<file path="src/rtl/alu_pkg.sv">
// Shared opcode map and scheduler state encoding
// for the ALU issue scheduler.
package alu_pkg;

  localparam logic [4:0] OP_ADD = 5'h00;
  localparam logic [4:0] OP_SUB = 5'h01;
  localparam logic [4:0] OP_MUL = 5'h02;
  localparam logic [4:0] OP_DIV = 5'h03;
  localparam logic [4:0] OP_MAC = 5'h08;
  localparam logic [4:0] OP_ILL = 5'h0E;
  localparam logic [4:0] OP_BNE = 5'h10;

  typedef enum logic [2:0] {
    IDLE,
    EXEC,
    MAC_MUL,
    MAC_ADD,
    RESP
  } state_e;

  function automatic logic op_illegal(
    input logic [4:0] op
  );
    return (op == OP_ILL) || (op > OP_BNE);
  endfunction

endpackage

</file>
<file path="src/rtl/alu_issue_sched_rr_arb2.sv">
// Two-way round-robin grant: the pointed requester
// wins, the other only when the pointed one is idle.
module rr_arb2 (
  input  logic [1:0] valid_i,
  input  logic       ptr_i,
  output logic       gnt_o,
  output logic       id_o
);

  always_comb begin
    gnt_o = |valid_i;
    id_o  = valid_i[ptr_i] ? ptr_i : ~ptr_i;
  end

endmodule

</file>
<file path="src/rtl/alu_issue_sched.sv">
// Issue scheduler sharing one combinational ALU
// between two requesters; owns the MAC accumulator.
module alu_issue_sched
  import alu_pkg::*;
#(
  parameter int DATA_W  = 19,
  parameter int OP_W    = 5,
  parameter int DIV_LAT = 4
) (
  input  logic              clk,
  input  logic              rst_n,
  input  logic [1:0]        req_valid,
  output logic [1:0]        req_ready,
  input  logic [OP_W-1:0]   req0_opcode,
  input  logic [DATA_W-1:0] req0_op1,
  input  logic [DATA_W-1:0] req0_op2,
  input  logic [OP_W-1:0]   req1_opcode,
  input  logic [DATA_W-1:0] req1_op1,
  input  logic [DATA_W-1:0] req1_op2,
  output logic [OP_W-1:0]   alu_opcode,
  output logic [DATA_W-1:0] alu_op1,
  output logic [DATA_W-1:0] alu_op2,
  input  logic [DATA_W-1:0] alu_result,
  output logic              rsp_valid,
  input  logic              rsp_ready,
  output logic              rsp_id,
  output logic [DATA_W-1:0] rsp_data,
  output logic              rsp_err,
  input  logic              acc_clr
);

  localparam logic [3:0] DIV_CNT = 4'(DIV_LAT - 1);

  state_e            state_q, state_d;
  logic              rr_q, rr_d;
  logic [3:0]        cnt_q, cnt_d;
  logic [DATA_W-1:0] acc_q, acc_d;
  logic [OP_W-1:0]   aopc_q, aopc_d;
  logic [DATA_W-1:0] aop1_q, aop1_d;
  logic [DATA_W-1:0] aop2_q, aop2_d;
  logic              rid_q, rid_d;
  logic [DATA_W-1:0] rdat_q, rdat_d;
  logic              rerr_q, rerr_d;

  logic              gnt, gid;
  logic [OP_W-1:0]   g_opc;
  logic [DATA_W-1:0] g_op1, g_op2;
  logic              g_ill, g_dz, g_mac;

  rr_arb2 u_arb (
    .valid_i (req_valid),
    .ptr_i   (rr_q),
    .gnt_o   (gnt),
    .id_o    (gid)
  );

  assign g_opc = gid ? req1_opcode : req0_opcode;
  assign g_op1 = gid ? req1_op1 : req0_op1;
  assign g_op2 = gid ? req1_op2 : req0_op2;
  assign g_ill = op_illegal(g_opc);
  assign g_dz  = (g_opc == OP_DIV) && (g_op2 == '0);
  assign g_mac = (g_opc == OP_MAC);

  always_ff @(posedge clk) begin
    if (!rst_n) state_q <= IDLE;
    else        state_q <= state_d;
  end

  always_comb begin
    state_d = state_q;
    unique case (state_q)
      IDLE: begin
        if (gnt) begin
          if (g_ill || g_dz) state_d = RESP;
          else if (g_mac)    state_d = MAC_MUL;
          else               state_d = EXEC;
        end
      end
      EXEC:    if (cnt_q == '0) state_d = RESP;
      MAC_MUL: state_d = MAC_ADD;
      MAC_ADD: state_d = RESP;
      RESP:    if (rsp_ready) state_d = IDLE;
      default: state_d = IDLE;
    endcase
  end

  always_comb begin
    req_ready = '0;
    rr_d      = rr_q;
    cnt_d     = cnt_q;
    acc_d     = acc_q;
    aopc_d    = aopc_q;
    aop1_d    = aop1_q;
    aop2_d    = aop2_q;
    rid_d     = rid_q;
    rdat_d    = rdat_q;
    rerr_d    = rerr_q;
    // a MAC in flight owns the accumulator
    if (acc_clr && (state_q == IDLE || state_q == EXEC
                    || state_q == RESP))
      acc_d = '0;
    unique case (state_q)
      IDLE: begin
        if (gnt && rst_n) begin
          req_ready = gid ? 2'b10 : 2'b01;
          rr_d      = ~gid;
          rid_d     = gid;
          unique case (1'b1)
            g_ill: begin
              rdat_d = '0;
              rerr_d = 1'b1;
            end
            g_dz: begin
              rdat_d = '1;
              rerr_d = 1'b1;
            end
            g_mac: begin
              aopc_d = OP_MUL;
              aop1_d = g_op1;
              aop2_d = g_op2;
            end
            default: begin
              aopc_d = g_opc;
              aop1_d = g_op1;
              aop2_d = g_op2;
              cnt_d  = (g_opc == OP_DIV) ? DIV_CNT : '0;
            end
          endcase
        end
      end
      EXEC: begin
        if (cnt_q == '0) begin
          rdat_d = alu_result;
          rerr_d = 1'b0;
        end else begin
          cnt_d = cnt_q - 4'd1;
        end
      end
      MAC_MUL: begin
        aopc_d = OP_ADD;
        aop1_d = alu_result;
        aop2_d = acc_q;
      end
      MAC_ADD: begin
        acc_d  = alu_result;
        rdat_d = alu_result;
        rerr_d = 1'b0;
      end
      default: ;
    endcase
  end

  always_ff @(posedge clk) begin
    if (!rst_n) begin
      rr_q   <= 1'b0;
      cnt_q  <= '0;
      acc_q  <= '0;
      aopc_q <= '0;
      aop1_q <= '0;
      aop2_q <= '0;
      rid_q  <= 1'b0;
      rdat_q <= '0;
      rerr_q <= 1'b0;
    end else begin
      rr_q   <= rr_d;
      cnt_q  <= cnt_d;
      acc_q  <= acc_d;
      aopc_q <= aopc_d;
      aop1_q <= aop1_d;
      aop2_q <= aop2_d;
      rid_q  <= rid_d;
      rdat_q <= rdat_d;
      rerr_q <= rerr_d;
    end
  end

  assign alu_opcode = aopc_q;
  assign alu_op1    = aop1_q;
  assign alu_op2    = aop2_q;
  assign rsp_valid  = (state_q == RESP);
  assign rsp_id     = rid_q;
  assign rsp_data   = rdat_q;
  assign rsp_err    = rerr_q;

endmodule

</file>
<file path="config.mk">
export PLATFORM = sky130hd
export DESIGN_NAME = alu_issue_sched
export DESIGN_NICKNAME = d
export VERILOG_FILES = /design/src/rtl/alu_pkg.sv /design/src/rtl/alu_issue_sched_rr_arb2.sv /design/src/rtl/alu_issue_sched.sv
export SDC_FILE = /design/constraint.sdc
export NUM_CORES = 1
export LEC_CHECK = 0
export BUFFER_PORTS_ARGS = -buffer_cell sky130_fd_sc_hd__buf_2
export CORE_MARGIN = 5
export CORE_UTILIZATION = 50
export CTS_CLUSTER_DIAMETER = 60
export DETAILED_ROUTE_END_ITERATION = 8
export PLACE_DENSITY = 0.79
export SLEW_MARGIN = 10
export SYNTH_ARGS = -nofsm -noshare
export SYNTH_HDL_FRONTEND = slang
export SYNTH_SLANG_ARGS = --single-unit
export TNS_END_PERCENT = 5
</file>
<file path="constraint.sdc">
create_clock -name clk -period 2.9 [get_ports clk]
set_clock_uncertainty 0.2 [all_clocks]
set_input_delay 0.145 -clock clk [delete_from_list [all_inputs] [get_ports clk]]
set_output_delay 0.145 -clock clk [all_outputs]
set_load 0.05 [all_outputs]
</file>
==> results of run 1 <==
worst paths after layout:
check,startpoint,endpoint,cells past startpoint,slack [ns]
worst max-delay path,req0_op2[5],alu_op2[14],10,0.11
worst min-delay path,req0_op1[7],alu_op1[7],3,-0.01
worst max register to register,rr_q,alu_op2[14],9,0.19
worst min register to register,rsp_data[5],rsp_data[5],1,0.31
what timing repair did:
item,CTS,global route
setup endpoints to repair,0,0
hold buffers,91,0
endpoints found under the hold margin,74,0
per-stage QoR:
step	setup WS [ns]	power [W]	area (µm²)	hold WS [ns]	std cells
detailed placement	0.2685	0.002909	5866	0.2262	825
floorplan	0.5212	0.002526	4903	0.09121	549
CTS	0.1914	0.003902	6978	0.0009853	932
global route	0.03999	0.004106	6978	0.01022	932
global placement	0.3855	0.002874	5866	0.2258	825
finish	0.1119	0.003930	6980	-0.01369	933
state kept, by name (all words and copies together) (netlist names):
| name | cells |
|---|---|
| acc_q | 19 |
| alu_op1 | 19 |
| alu_op2 | 19 |
| rsp_data | 19 |
| alu_opcode | 5 |
| cnt_q | 4 |
| state_q | 3 |
| rr_q | 1 |
| rsp_err | 1 |
| rsp_id | 1 |
worst max-delay path: stages:
cell           delay, ns
dlygate4sd3_1       0.56
buf_2               0.14
or3_1               0.36
nor3_1              0.30
a22oi_1             0.13
a221o_1             0.42
and3_2              0.29
buf_12              0.19
nor3_2              0.22
a311oi_2            0.06
where the power goes:
group	switching, W	leakage [nW]	internal, W
registers	0.0000906	0.741	0.00138
clock network	0.000490	0.0950	0.000410
logic	0.00102	2.22	0.000540
cells in the final DEF, fill, tap and decap left out, types with 2 or more instances in the layout:
cell type      instances
buf_2                176
dfxtp_1               91
dlygate4sd3_1         91
nand2_1               71
nand3_1               29
o21ai_0               28
nor2b_1               24
a22oi_1               21
nand4_1               21
mux2i_1               20
o311ai_0              19
nor3_2                19
a311oi_2              19
o211a_1               19
nor2_1                16
buf_4                 16
nand3_2               11
a21oi_1               10
clkbuf_8               9
nor4_1                 8
nor3_1                 7
nand2b_1               5
or3_1                  4
or4_1                  4
a211oi_1               4
and3_1                 4
inv_1                  3
nor3b_1                3
o21a_1                 3
a21boi_1               3
and2_1                 2
o31a_1                 2
nand4bb_1              2
a221o_1                2
a21boi_0               2
o31ai_1                2
ha_1                   2
clkinvlp_4             2
buf_12                 2
routing by layer:
metal	vias to the layer above	GRT usage	part of all wire
met3	46	0.06039	0.086
met2	305	0.4939	0.48
met5	-	0	0
met4	0	0.1109	0.029
li1	2561	-	-
met1	2651	0.3735	0.41
kinds of logic after synthesis:
group	synth area share
xor+xnor	0.003573
simple gates	0.2794
compound gates	0.2439
flops	0.3715
mux	0.04083
buf+inv	0.05563
fa+ha+maj	0.005103
layout make-up:
| class | count | area [µm²] | area share |
|---|---|---|---|
| Clock inverter | 6 | 73.82 | 0.01058 |
| Sequential cell | 91 | 1822 | 0.2610 |
| Multi-Input combinational cell | 404 | 2825 | 0.4047 |
| Inverter | 3 | 11.26 | 0.001613 |
| Timing Repair Buffer | 285 | 1952 | 0.2796 |
| Antenna cell | 1 | 2.502 | 0.0003585 |
| Tap cell | 133 | 166.4 | 0.02384 |
| Clock buffer | 10 | 127.6 | 0.01828 |
==> metrics.md, run 1 <==
| Metric | Value |
|---|---|
| Post-CTS setup buffers | `0` |
| Die height | `109.0 µm` |
| Total GRT Usage | `0.2950` |
| Max clock buf depth | `2` |
| Final Max Tran Viols | `0` |
| Commonest cells post-synth | `dfxtp_1 (91), nand2_1 (72), clkbuf_1 (31)` |
| # rows | `36` |
| Final ANT Viol Nets | `0` |
| Crit. End Element | `register` |
| Outcome | `finished, violations left` |
| Clock Root Buffer | `clkbuf_8` |
| Global-route wire length before repair | `27500 µm` |
| CP Max Fanout | `40` |
| Overflow after GRT | `0` |
| VDD IR max | `0.3804 mV` |
| I/O pin cnt | `178` |
| Mapped Nets | `662` |
| Die footprint | `11890 µm²` |
| Vias | `5563` |
| Synthesis-to-finish area growth | `42.36%` |
| Slew headroom | `0.2933` |
| Setup_tns | `0 ns` |
| Hold/Removal Path Class | `input port to register` |
| Clk Latency, worst-skew pair | `0.36 ns` |
| Yosys top cell area share | `0.3715` |
| CTS clk-pin slew, worst paths | `0.11 ns` |
| Post-synth top flop | `dfxtp_1` |
| Starting Density | `0.5063` |
| Initial antenna violation count | `0` |
| DR pass1 iterations | `5` |
| Arr. time, crit path | `2.82 ns` |
| Leakage | `3.054 nW` |
| Top-count cell post-synth | `dfxtp_1` |
| Yosys warning total | `0` |
| Mapped cell area | `4903 µm²` |
| Die Wd | `109.0 µm` |
| DR DRC count | `0` |
| # setup viols final | `0` |
| Final hold violation count | `1` |
| Cells after Synth | `549` |
| Port Buffer Count | `177` |
| Layout Nets | `907` |
| Final worst path period share | `0.9614` |
| Area leader, netlist | `dfxtp_1` |
| Worst-margin pin slew | `1.060 ns` |
| Hpwl dp | `11240 µm` |
| Synthesized area per cell | `8.932 µm²` |
| Distinct cell type count after synthesis | `51` |
| Largest net degree at the start of global routing | `61` |
| Required time of the critical path | `2.94 ns` |
| Initial DRC Count | `462` |
| Layout cells sized above 1 | `0.3317` |
| DR WL/cell | `19.14 µm` |
| Ys async rst share | `0` |
| Synth top area cells | `dfxtp_1 (37%), a311oi_2 (5.8%), nand2_1 (5.5%)` |
| Post-CTS sizing | `0` |
| RSZ-0062 raised after global routing | `false` |
| Fmax | `0.3587 GHz` |
| Post-layout util | `0.7208` |
| Sequential fraction of the synthesis area | `0.3715` |
| Setup crit start kind | `input port` |
| Failing checks | `negative hold slack` |
| Core footprint | `9684 µm²` |
| Via-per-instance ratio | `5.962` |
| H-tree depth | `3` |
| Pwr Density | `562.9 nW/µm²` |
| Vias in the first global route | `5445` |
| Num CTS Buffers | `9` |
| Post-route minimum period | `2.788 ns` |
| Max_cap viols | `0` |
| WS Path Type | `input port to register` |
| Placer Congestion | `0.8775` |
| CTS Sinks | `91` |
| #FFs+latches synth | `91` |
| EDFF count, synth | `0` |
| Min Hold Slack | `-0.01369 ns` |
| TritonCTS clock tree | `done` |
| Final WL | `17860 µm` |
| Fill count | `722` |
(Power assumes the default switching activity.)
==> inputs of run 2 (changes only) <==
Settings changed: CORE_MARGIN 5 to not set, CORE_UTILIZATION 50 to 49, PLACE_DENSITY 0.79 to 0.78, SYNTH_HIERARCHICAL set to 1.
==> run 2 against run 1 <==
Compared with the run above: the run now ends clean; die area decreased by 17%; synthesized cell count decreased by 5.8%; first-iteration DRC count decreased by 47%; critical path depth decreased by 1; via count decreased by 15%; combinational power decreased by 41%; hold slack improved by 0.017 ns; register-to-register slack got worse by 0.04 ns; sequential power decreased by 7%; highest routed layer unchanged.
==> metrics.md, run 2 <==
| Metric | Value |
|---|---|
| Via-per-instance ratio | `5.665` |
| Clock Root Buffer | `clkbuf_8` |
| Layout cells sized above 1 | `0.3606` |
| Mapped cell area | `4629 µm²` |
| Num CTS Buffers | `9` |
| CP Launch Point | `rr_q` |
| Die footprint | `9841 µm²` |
| Layout Nets | `829` |
| Final worst path period share | `0.9499` |
| Setup crit start kind | `register` |
| Die Wd | `99.20 µm` |
| # rows | `35` |
| Synthesized area per cell | `8.954 µm²` |
| DR WL/cell | `17.04 µm` |
| Port Buffer Count | `177` |
| Overflow after GRT | `0` |
| Vias in the first global route | `4607` |
| Setup_tns | `0 ns` |
| Final Max Tran Viols | `0` |
| EDFF count, synth | `0` |
| Max_cap viols | `0` |
| #FFs+latches synth | `91` |
| Yosys warning total | `6` |
| CP Max Fanout | `24` |
| Area leader, netlist | `dfxtp_1` |
| Place WS | `0.07408 ns` |
| Ys async rst share | `0` |
| Global-route wire length before repair | `22030 µm` |
| # setup viols final | `0` |
| TritonCTS clock tree | `done` |
| Yosys top cell area share | `0.3935` |
| Clk Latency, worst-skew pair | `0.35 ns` |
| Post-synth top flop | `dfxtp_1` |
| Pwr Density | `510.8 nW/µm²` |
| N_diodes | `0` |
| Max clock buf depth | `2` |
| Crit. End Element | `register` |
| I/O pin cnt | `178` |
| Fmax | `0.3630 GHz` |
| Sequential fraction of the synthesis area | `0.3935` |
| Mapped Nets | `630` |
| Multi-input gate area | `2619 µm²` |
| VDD IR max | `0.2872 mV` |
| Synthesis-to-finish area growth | `33.59%` |
| Cells after Synth | `517` |
| Final Worst Setup Slack | `0.1453 ns` |
| Initial antenna violation count | `0` |
| WS Path Type | `register to register` |
| Worst-margin pin slew | `0.6668 ns` |
| Most common cell after layout, fill and taps aside | `buf_2` |
| CTS Sinks | `91` |
| Final ANT Viol Nets | `0` |
| Required time of the critical path | `2.91 ns` |
| Placer Congestion | `0.8314` |
| CTS clk-pin slew, worst paths | `0.09 ns` |
| Vias | `4713` |
| RSZ-0062 raised after global routing | `false` |
| Leakage | `2.742 nW` |
| Arr. time, crit path | `2.76 ns` |
| Slew headroom | `0.5555` |
| Total GRT Usage | `0.2799` |
| Hpwl dp | `9801 µm` |
| Commonest cells post-synth | `dfxtp_1 (91), nand2_1 (68), mux2i_1 (64)` |
| Final WL | `14170 µm` |
| Distinct cell type count after synthesis | `48` |
| Starting Density | `0.5034` |
| Post-layout instance area | `6185 µm²` |
| Core footprint | `9196 µm²` |
| Largest net degree at the start of global routing | `58` |
| Sequential Area | `1823 µm²` |
| Hold/Removal Path Class | `input port to register` |
| DR pass1 iterations | `5` |
| Final hold violation count | `0` |
| Most frequent cells in the layout | `buf_2 (177), dfxtp_1 (90), nand2_1 (68)` |
| Placed inst area | `5617 µm²` |
| H-tree depth | `3` |
| Top-count cell post-synth | `dfxtp_1` |
| RR Startpoint | `rr_q` |
| Initial DRC Count | `247` |
| Post-route minimum period | `2.755 ns` |
| DR DRC count | `0` |
| Fill count | `730` |
| Die height | `99.20 µm` |
| Hold wc startpoint | `req0_op1[7]` |
| Synth top area cells | `dfxtp_1 (39%), mux2i_1 (14%), mux2_2 (9.7%)` |
| Outcome | `completed` |
## run 2: cell count changes after synthesis, moves of 17 or more
cell      before  now
mux2i_1       20   64
mux2_2         0   40
nand3_1       29    4
o21ai_1        1   23
a311oi_2      19    0
nor3_2        19    0
and3_1         5   23
nand4_1       21    3
o311ai_0      19    1
o211a_1       19    2
## run 2: where the power goes
| part | internal [W] | switching [W] |
|---|---|---|
| logic | 0.000357 | 0.000563 |
| clock network | 0.000422 | 0.000453 |
| registers | 0.00132 | 0.0000490 |
## run 2: final cells by class
| type | count | area share |
|---|---|---|
| sequential | 91 | 0.2948 |
| multi-input combinational | 379 | 0.4234 |
| timing repair buffer | 227 | 0.2217 |
| tap | 111 | 0.02246 |
| inverter | 8 | 0.004855 |
| clock buffer | 10 | 0.02225 |
| clock inverter | 6 | 0.01052 |
## run 2: path summary, 6_finish.rpt
check,end,slack [ns],depth (start not counted)
setup / recovery,alu_op2[10],0.15,9
hold / removal,alu_op1[7],0.003,4
setup reg to reg,alu_op2[10],0.15,9
hold reg to reg,rsp_err,0.26,2
## run 2: kinds of logic after synthesis
kind of cell / share of synthesized area
muxes: 0.2386
and+or+nand+nor: 0.1749
buffers and inverters: 0.04514
AOI/OAI and AO/OA: 0.1424
adders and majority gates: 0.005405
DFF: 0.3935
## run 2: worst max-delay path, stage by stage (launching register included)
cell	delay, ns
dfxtp_2	0.37
mux2i_4	0.29
buf_4	0.19
mux2i_1	0.24
and4b_1	0.29
o211ai_2	0.18
o211a_2	0.33
buf_12	0.19
mux2i_1	0.19
o21ai_0	0.12
## run 2: through the flow
| stage | utilization | std cells | hold WS (ns) | total power, W |
|---|---|---|---|---|
| floorplan | - | 517 | 0.05362 | 0.002001 |
| CTS | 0.6676 | 829 | 0.0001650 | 0.003143 |
| detailed placement | 0.6107 | 781 | 0.2143 | 0.002252 |
| global placement | 0.6107 | 781 | 0.1997 | 0.002227 |
| finish | 0.6725 | 832 | 0.003004 | 0.003159 |
| global route | 0.6725 | 832 | 0.007924 | 0.003288 |
## run 2: layer usage
layer	vias up	GRT usage	part of all wire
met5	-	0	0
met1	2192	0.3215	0.39
met2	233	0.5192	0.51
li1	2255	-	-
met3	33	0.04849	0.069
met4	0	0.1007	0.026
## run 2: timing repair
action	4_1_cts	5_1_grt
endpoints found under the hold margin	39	0
resized for setup	0	2
setup buffers	0	2
hold buffers	32	0
setup endpoints to repair	0	34
